==> config.mk <==
export PLATFORM = sky130hd
export DESIGN_NAME = ctl_game_flat
export DESIGN_NICKNAME = d
export VERILOG_FILES = /design/src/rtl/dh_game_pkg.sv /design/src/rtl/ctl_game_if.sv /design/src/rtl/frame_delay_counter.sv /design/src/rtl/ctl_game.sv /design/src/flat_wrapper.sv
export SDC_FILE = /design/constraint.sdc
export NUM_CORES = 1
export LEC_CHECK = 0
export ABC_AREA = 1
export ABC_CLOCK_PERIOD_IN_PS = 4200
export BUFFER_PORTS_ARGS = -buffer_cell sky130_fd_sc_hd__buf_4
export CORE_AREA = 2 2 55 83
export CTS_CLUSTER_DIAMETER = 60
export DETAILED_ROUTE_END_ITERATION = 10
export DIE_AREA = 0 0 57 85
export GPL_TIMING_DRIVEN = 0
export MAX_ROUTING_LAYER = met4
export PLACE_DENSITY = 0.78
export SYNTH_ARGS = -nofsm -noshare
export SYNTH_HDL_FRONTEND = slang
export SYNTH_SLANG_ARGS = --single-unit
==> constraint.sdc <==
create_clock -name clk -period 4.2 [get_ports clk]
set_input_delay 0.21 -clock clk [delete_from_list [all_inputs] [get_ports clk]]
set_output_delay 0.21 -clock clk [all_outputs]
set_load 0.02 [all_outputs]
==> src/rtl/dh_game_pkg.sv <==
// Shared game-control types, widths and default parameter values.
//   game_state_e : ctl_game FSM states
//   score_t      : round / duck_idx / round_hits counter bundle
//   sat_inc      : saturating 4-bit increment for the score counters
package dh_game_pkg;

  localparam int unsigned CNT_W       = 4;
  localparam int unsigned FRAME_CNT_W = 8;

  localparam int unsigned DEF_DUCKS_PER_ROUND = 10;
  localparam int unsigned DEF_PASS_HITS       = 6;
  localparam int unsigned DEF_DELAY_FRAMES    = 60;
  localparam int unsigned DEF_MAX_ROUND       = 9;

  typedef enum logic [2:0] {
    ST_IDLE,
    ST_LAUNCH_WAIT,
    ST_PLAYING,
    ST_DUCK_DONE,
    ST_PAUSED,
    ST_GAME_OVER
  } game_state_e;

  typedef struct packed {
    logic [CNT_W-1:0] round;
    logic [CNT_W-1:0] duck_idx;
    logic [CNT_W-1:0] round_hits;
  } score_t;

  localparam score_t SCORE_INIT = '{round: 4'd1, duck_idx: 4'd0, round_hits: 4'd0};

  // Counters stick at all-ones instead of wrapping.
  function automatic logic [CNT_W-1:0] sat_inc(input logic [CNT_W-1:0] v);
    return (v == {CNT_W{1'b1}}) ? v : v + CNT_W'(1);
  endfunction

endpackage

==> src/rtl/ctl_game_if.sv <==
// Game-control signal bundle between the game FSM and the rest of the system.
//   master : drives frame/button/duck events, observes game status
//   slave  : ctl_game side, consumes events, drives status and pulses
interface ctl_game_if;
  import dh_game_pkg::*;

  logic             new_frame;
  logic             start_btn;
  logic             pause_sw;
  logic             duck_hit;
  logic             duck_escaped;
  logic             no_ammo;

  logic             game_reset;
  logic             duck_launch;
  logic [CNT_W-1:0] round;
  logic [CNT_W-1:0] duck_idx;
  logic [CNT_W-1:0] round_hits;
  logic             pause;
  logic             looser;
  logic             winner;

  modport master (
    output new_frame, start_btn, pause_sw, duck_hit, duck_escaped, no_ammo,
    input  game_reset, duck_launch, round, duck_idx, round_hits, pause, looser, winner
  );

  modport slave (
    input  new_frame, start_btn, pause_sw, duck_hit, duck_escaped, no_ammo,
    output game_reset, duck_launch, round, duck_idx, round_hits, pause, looser, winner
  );

endinterface

==> src/rtl/frame_delay_counter.sv <==
// Counts new_frame pulses while enabled; done_c fires combinationally on the
// DELAY_FRAMES-th counted pulse and the count wraps to 0 on the next edge.
//   clk, rst   : clock, async active-low reset
//   clear      : synchronous restart of the count (wins over enable)
//   enable     : count new_frame pulses; when low the count is frozen
//   new_frame  : one-cycle frame tick
//   done_c     : delay complete (combinational)
module frame_delay_counter
  import dh_game_pkg::*;
#(
  parameter int unsigned DELAY_FRAMES = DEF_DELAY_FRAMES
) (
  input  logic clk,
  input  logic rst,
  input  logic clear,
  input  logic enable,
  input  logic new_frame,
  output logic done_c
);

  logic [FRAME_CNT_W-1:0] cnt_q;

  assign done_c = enable && new_frame && (cnt_q == FRAME_CNT_W'(DELAY_FRAMES - 1));

  // Frame count register
  always_ff @(posedge clk or negedge rst) begin
    if (!rst) begin
      cnt_q <= '0;
    end else if (clear) begin
      cnt_q <= '0;
    end else if (enable && new_frame) begin
      cnt_q <= done_c ? '0 : cnt_q + FRAME_CNT_W'(1);
    end
  end

endmodule

==> src/rtl/ctl_game.sv <==
// Duck-hunt game sequencer: launches ducks after a frame delay, tallies hits
// and misses per round, advances rounds, and handles pause/restart/game over.
//   clk, rst : 65 MHz clock, async active-low reset
//   bus      : ctl_game_if.slave (events in, registered status/pulses out)
module ctl_game
  import dh_game_pkg::*;
#(
  parameter int unsigned DUCKS_PER_ROUND = DEF_DUCKS_PER_ROUND,
  parameter int unsigned PASS_HITS       = DEF_PASS_HITS,
  parameter int unsigned DELAY_FRAMES    = DEF_DELAY_FRAMES,
  parameter int unsigned MAX_ROUND       = DEF_MAX_ROUND
) (
  input  logic       clk,
  input  logic       rst,
  ctl_game_if.slave  bus
);

  game_state_e state_q, state_d;
  game_state_e ret_q, ret_d;
  score_t      score_q, score_d;
  logic        game_reset_q, game_reset_d;
  logic        launch_q, launch_d;
  logic        pause_q, pause_d;
  logic        looser_q, looser_d;
  logic        winner_q, winner_d;
  logic        no_ammo_q;

  logic        frame_done_c;
  logic        fd_clear_c;
  logic        fd_enable_c;
  logic        ammo_rise_c;

  assign ammo_rise_c = bus.no_ammo && !no_ammo_q;

  // Frames only count while waiting and not being overridden by pause/restart.
  assign fd_enable_c = ((state_q == ST_LAUNCH_WAIT) || (state_q == ST_DUCK_DONE))
                       && !bus.pause_sw && !bus.start_btn;

  frame_delay_counter #(
    .DELAY_FRAMES (DELAY_FRAMES)
  ) u_frame_delay (
    .clk       (clk),
    .rst       (rst),
    .clear     (fd_clear_c),
    .enable    (fd_enable_c),
    .new_frame (bus.new_frame),
    .done_c    (frame_done_c)
  );

  // State and output registers
  always_ff @(posedge clk or negedge rst) begin
    if (!rst) begin
      state_q      <= ST_IDLE;
      ret_q        <= ST_IDLE;
      score_q      <= SCORE_INIT;
      game_reset_q <= 1'b0;
      launch_q     <= 1'b0;
      pause_q      <= 1'b0;
      looser_q     <= 1'b0;
      winner_q     <= 1'b0;
      no_ammo_q    <= 1'b0;
    end else begin
      state_q      <= state_d;
      ret_q        <= ret_d;
      score_q      <= score_d;
      game_reset_q <= game_reset_d;
      launch_q     <= launch_d;
      pause_q      <= pause_d;
      looser_q     <= looser_d;
      winner_q     <= winner_d;
      no_ammo_q    <= bus.no_ammo;
    end
  end

  // Next-state and next-output logic; start_btn overrides everything.
  always_comb begin
    state_d      = state_q;
    ret_d        = ret_q;
    score_d      = score_q;
    game_reset_d = 1'b0;
    launch_d     = 1'b0;
    pause_d      = 1'b0;
    looser_d     = looser_q;
    winner_d     = winner_q;
    fd_clear_c   = 1'b0;

    if (bus.start_btn) begin
      state_d      = ST_LAUNCH_WAIT;
      score_d      = SCORE_INIT;
      game_reset_d = 1'b1;
      looser_d     = 1'b0;
      winner_d     = 1'b0;
      fd_clear_c   = 1'b1;
    end else begin
      unique case (state_q)
        ST_IDLE: begin
        end

        ST_LAUNCH_WAIT: begin
          if (bus.pause_sw) begin
            state_d = ST_PAUSED;
            ret_d   = ST_LAUNCH_WAIT;
            pause_d = 1'b1;
          end else if (frame_done_c) begin
            state_d  = ST_PLAYING;
            launch_d = 1'b1;
          end
        end

        ST_PLAYING: begin
          if (bus.pause_sw) begin
            state_d = ST_PAUSED;
            ret_d   = ST_PLAYING;
            pause_d = 1'b1;
          end else if (bus.duck_hit) begin
            // A hit wins over a coincident escape / ammo-out edge.
            score_d.round_hits = sat_inc(score_q.round_hits);
            score_d.duck_idx   = sat_inc(score_q.duck_idx);
            state_d            = ST_DUCK_DONE;
            fd_clear_c         = 1'b1;
          end else if (bus.duck_escaped || ammo_rise_c) begin
            score_d.duck_idx = sat_inc(score_q.duck_idx);
            state_d          = ST_DUCK_DONE;
            fd_clear_c       = 1'b1;
          end
        end

        ST_DUCK_DONE: begin
          if (bus.pause_sw) begin
            state_d = ST_PAUSED;
            ret_d   = ST_DUCK_DONE;
            pause_d = 1'b1;
          end else if (frame_done_c) begin
            if (score_q.duck_idx < CNT_W'(DUCKS_PER_ROUND)) begin
              state_d  = ST_PLAYING;
              launch_d = 1'b1;
            end else if (score_q.round_hits < CNT_W'(PASS_HITS)) begin
              state_d  = ST_GAME_OVER;
              looser_d = 1'b1;
            end else if (score_q.round >= CNT_W'(MAX_ROUND)) begin
              state_d  = ST_GAME_OVER;
              winner_d = 1'b1;
            end else begin
              state_d            = ST_LAUNCH_WAIT;
              score_d.round      = sat_inc(score_q.round);
              score_d.duck_idx   = '0;
              score_d.round_hits = '0;
              game_reset_d       = 1'b1;
              fd_clear_c         = 1'b1;
            end
          end
        end

        ST_PAUSED: begin
          if (bus.pause_sw) begin
            pause_d = 1'b1;
          end else begin
            state_d = ret_q;
          end
        end

        ST_GAME_OVER: begin
        end

        default: begin
          state_d = ST_IDLE;
        end
      endcase
    end
  end

  assign bus.game_reset  = game_reset_q;
  assign bus.duck_launch = launch_q;
  assign bus.round       = score_q.round;
  assign bus.duck_idx    = score_q.duck_idx;
  assign bus.round_hits  = score_q.round_hits;
  assign bus.pause       = pause_q;
  assign bus.looser      = looser_q;
  assign bus.winner      = winner_q;

endmodule
==> src/flat_wrapper.sv <==
// flat-port wrapper written by rule: the top's interface ports become plain ports
module ctl_game_flat import dh_game_pkg::*;
#(
  parameter int unsigned DUCKS_PER_ROUND = DEF_DUCKS_PER_ROUND,
  parameter int unsigned PASS_HITS       = DEF_PASS_HITS,
  parameter int unsigned DELAY_FRAMES    = DEF_DELAY_FRAMES,
  parameter int unsigned MAX_ROUND       = DEF_MAX_ROUND
)
  (clk, rst, bus_new_frame, bus_start_btn, bus_pause_sw, bus_duck_hit, bus_duck_escaped, bus_no_ammo, bus_game_reset, bus_duck_launch, bus_round, bus_duck_idx, bus_round_hits, bus_pause, bus_looser, bus_winner);
  ctl_game_if bus_i ();
  input  logic clk;
  input  logic rst;
  input wire logic [$bits(bus_i.new_frame)-1:0] bus_new_frame;
  input wire logic [$bits(bus_i.start_btn)-1:0] bus_start_btn;
  input wire logic [$bits(bus_i.pause_sw)-1:0] bus_pause_sw;
  input wire logic [$bits(bus_i.duck_hit)-1:0] bus_duck_hit;
  input wire logic [$bits(bus_i.duck_escaped)-1:0] bus_duck_escaped;
  input wire logic [$bits(bus_i.no_ammo)-1:0] bus_no_ammo;
  output wire logic [$bits(bus_i.game_reset)-1:0] bus_game_reset;
  output wire logic [$bits(bus_i.duck_launch)-1:0] bus_duck_launch;
  output wire logic [$bits(bus_i.round)-1:0] bus_round;
  output wire logic [$bits(bus_i.duck_idx)-1:0] bus_duck_idx;
  output wire logic [$bits(bus_i.round_hits)-1:0] bus_round_hits;
  output wire logic [$bits(bus_i.pause)-1:0] bus_pause;
  output wire logic [$bits(bus_i.looser)-1:0] bus_looser;
  output wire logic [$bits(bus_i.winner)-1:0] bus_winner;
  assign bus_i.new_frame = bus_new_frame;
  assign bus_i.start_btn = bus_start_btn;
  assign bus_i.pause_sw = bus_pause_sw;
  assign bus_i.duck_hit = bus_duck_hit;
  assign bus_i.duck_escaped = bus_duck_escaped;
  assign bus_i.no_ammo = bus_no_ammo;
  assign bus_game_reset = bus_i.game_reset;
  assign bus_duck_launch = bus_i.duck_launch;
  assign bus_round = bus_i.round;
  assign bus_duck_idx = bus_i.duck_idx;
  assign bus_round_hits = bus_i.round_hits;
  assign bus_pause = bus_i.pause;
  assign bus_looser = bus_i.looser;
  assign bus_winner = bus_i.winner;
  ctl_game #(.DUCKS_PER_ROUND(DUCKS_PER_ROUND), .PASS_HITS(PASS_HITS), .DELAY_FRAMES(DELAY_FRAMES), .MAX_ROUND(MAX_ROUND)) u_core (.clk(clk), .rst(rst), .bus(bus_i));
endmodule
==> metrics <==
post-layout minimum cycle time about 1.8 ns; setup violators final 0; PD cells approximately 440 nW/um^2; drt pass-1 iters 4; Slew headroom 71.66%; clk_skew about 0.0089 ns; status complete, no violations; VDD IR max about 320 uV; Synth top area share between 30% and 40%; Via Count 1,892; dpl hpwl approximately 3.3 mm; crit path max fanout 5; cts hold-fix bufs 1; DR DRC count 0; share of cells above drive strength 1 about a fifth; # diodes 0; clk root buf clkbuf_8; top area cells in the synthesized netlist dfrtp_1 (38%), nand2_1 (15%), nor2_1 (6.2%); CTS resizes 0; die area 4845 sq um; Max Slew Vio Count 0; Setup WS pre-CTS ~2.4 ns; Detailed Route WL roughly 4.5 mm; crit path DAT 2.00 ns; Worst Path Required 4.38 ns; distinct cell type count after synthesis 29; max frequency roughly 550 MHz; first-pass GRT wire length 7.831 mm; fillers 425; Tcrit/Tclk final 43.39%; largest net degree at the start of global routing 32; H-Tree Depth 2; Core Area roughly 4100 sq um; Final Non-Filler Cells between 300 and 400; RSZ-0062 raised after global routing false; asr flop ratio synth 100.0%; area grow syn2layout 17.42%; post-route ant nets 0; total negative slack 0 ns; synth warn 0; Rows 29; Seq cells post-synth 31; drt wl/cell roughly 13 microns; syn_nets ~300; critical path class reg -> reg; Port Buf Inserts 24; vias in the first global route between 1,500 and 2,000; peak per-stage delay on the critical path 0.39 ns; critical-path cell list inv_1 -> ha_1 -> nor2_1 -> nand2_1 -> nand2_1 -> nand2_1 -> nand3_1 -> nand2_1 -> nor2_1 -> nand2_2 -> nand2_1 -> nand2_1; startpoint types register; Final Hold Viols 0; CP dominant cell by count nand2_1; Avg Inst Size Synth about 7.2 sq um; Syn Std Cell Area approximately 2000 sq um; Top Ports 25; post-CTS setup buffer count 0; clk_lat worst skew 0.29 ns; CP top delay family simple AND/OR/NAND/NOR gates; CP Buf/Inv Count 1; Static Leak approximately 0.0012 uW; Clock Pin Slew Worst Setup and Hold Paths around 0.06 ns; CTS Buf Count 5; EDFF count, synth 0; GR Overflow Total 0; slack of the critical path between 2 and 2.5 ns; Die W 57 microns; CTS tree yes; total track usage a little over a fifth; DR iter-0 viols 50; Placed Cells ~350; clock tree buffer depth 2; Post-Syn Instances about 280; initial core utilization 48.28%; Slew @ Worst Pin 0.4207 ns; die height around 85 microns; CTS sink cnt 31; Yosys top cell by area dfrtp_1; initial antenna violation count 0; nets between 300 and 400; via/cell ratio between 5 and 6; crit path capture type register; Final GP Congestion roughly 0.84; Main synth FF type dfrtp_1; crit path max-delay cell type dfrtp_1; Seq/Total Area, Yosys between 30% and 40%; Max Cap Viol 0; worst hold path type in -> reg
-- cell usage after synthesis (2+ instances only) --
cell type	number
a211oi_1	2
a21oi_1	4
buf_2	3
buf_6	2
dfrtp_1	30
ha_1	6
inv_1	27
inv_2	5
nand2_1	82
nand2_2	7
nand3_1	22
nand3_2	2
nand3b_1	2
nand4_1	19
nor2_1	33
nor2_2	2
nor3_1	2
nor4_1	2
o21ai_0	11
or2_2	3
xor2_1	4
-- power breakdown --
| group | internal, uW | total [uW] | leakage [uW] | switching, uW |
|---|---|---|---|---|
| Sequential | 357 | 423 | 0.000412 | 65.4 |
| Clock | 149 | 263 | 0.0000515 | 114 |
| Combinational | 133 | 354 | 0.000746 | 222 |
| Total | 640 | 1040 | 0.00121 | 401 |
-- cell type report --
type                       instances  area [sq um]  area share, %
inverter                          32         120.1          5.123
clock buffer                       8         100.1          4.269
tap                               46         57.56          2.455
sequential                        31         777.0          33.14
timing repair buffer              25         190.2          8.111
multi-input combinational        210          1062          45.30
buffer                             5         37.54          1.601
-- routing by layer --
metal / vias up / wire length, microns / share of wire (%) / GRT usage (%)
met5: - / 0 / 0 / -
met4: 0 / 114 / 2.5 / 11.84
met3: 9 / 127 / 2.8 / 4.268
met2: 30 / 2323 / 52 / 33.54
met1: 879 / 1905 / 43 / 23.94
li1: 974 / - / - / -
-- flip-flops by register name (all words and copies together), names as in the netlist --
register                    flops
u_core.bus.duck_idx             4
u_core.bus.duck_launch          1
u_core.bus.game_reset           1
u_core.bus.looser               1
u_core.bus.pause                1
u_core.bus.round                4
u_core.bus.round_hits           4
u_core.bus.winner               1
u_core.no_ammo_q                1
u_core.ret_q                    2
u_core.state_q                  3
u_core.u_frame_delay.cnt_q      8
-- placed cells by master (no fill, tap or decap), types with 4 or more instances in the layout --
master     n
dfrtp_1   30
buf_4     24
nand4_1   19
ha_1       6
xor2_1     4
nor2_1    33
a21oi_1    4
inv_1     27
o21ai_0   11
nand2_2    7
nand3_1   22
inv_2      5
clkbuf_8   7
nand2_1   82
-- path summary, 6_finish.rpt --
kind                                                  from                                   endpoint  slack, ns  cells after the start
hold / removal                                 bus_no_ammo                 u_core.no_ammo_q$_DFF_PN0_       0.04                      1
hold reg to reg                u_core.ret_q[0]$_DFFE_PN0P_                u_core.ret_q[0]$_DFFE_PN0P_       0.50                      2
setup reg to reg           u_core.bus.round[1]$_DFFE_PN0P_         u_core.bus.duck_idx[3]$_DFFE_PN0P_       2.38                     12
max in group asynchronous                              rst            u_core.bus.round[0]$_DFFE_PN1P_       3.48                      2
setup / recovery           u_core.bus.round[1]$_DFFE_PN0P_         u_core.bus.duck_idx[3]$_DFFE_PN0P_       2.38                     12
min in group asynchronous                              rst  u_core.u_frame_delay.cnt_q[4]$_DFFE_PN0P_       0.38                      2
-- stage by stage --
| step | hold slack, ns | power [uW] | utilization, % | cell area [sq um] |
|---|---|---|---|---|
| 3_3_place_gp | 0.1680 | 769.1 | 54.02 | 2235 |
| 5_1_grt | 0.03059 | 1112 | 56.68 | 2345 |
| 2_1_floorplan | -0.08559 | 663.8 | - | 1997 |
| 4_1_cts | 0.02945 | 1046 | 56.68 | 2345 |
| 3_5_place_dp | 0.1719 | 779.8 | 54.02 | 2235 |
| 6_report | 0.03688 | 1040 | 56.68 | 2345 |
-- cell families after synthesis --
| logic type | after synthesis | synth area share [%] |
|---|---|---|
| AOI/OAI and AO/OA | 19 | 5.201 |
| and+or+nand+nor | 180 | 42.04 |
| adders and majority gates | 6 | 3.759 |
| DFF | 31 | 38.91 |
| xor gates and xnor gates | 5 | 2.193 |
| buffers and inverters | 37 | 7.895 |
Note: power is estimated with default switching activity, not from simulation.
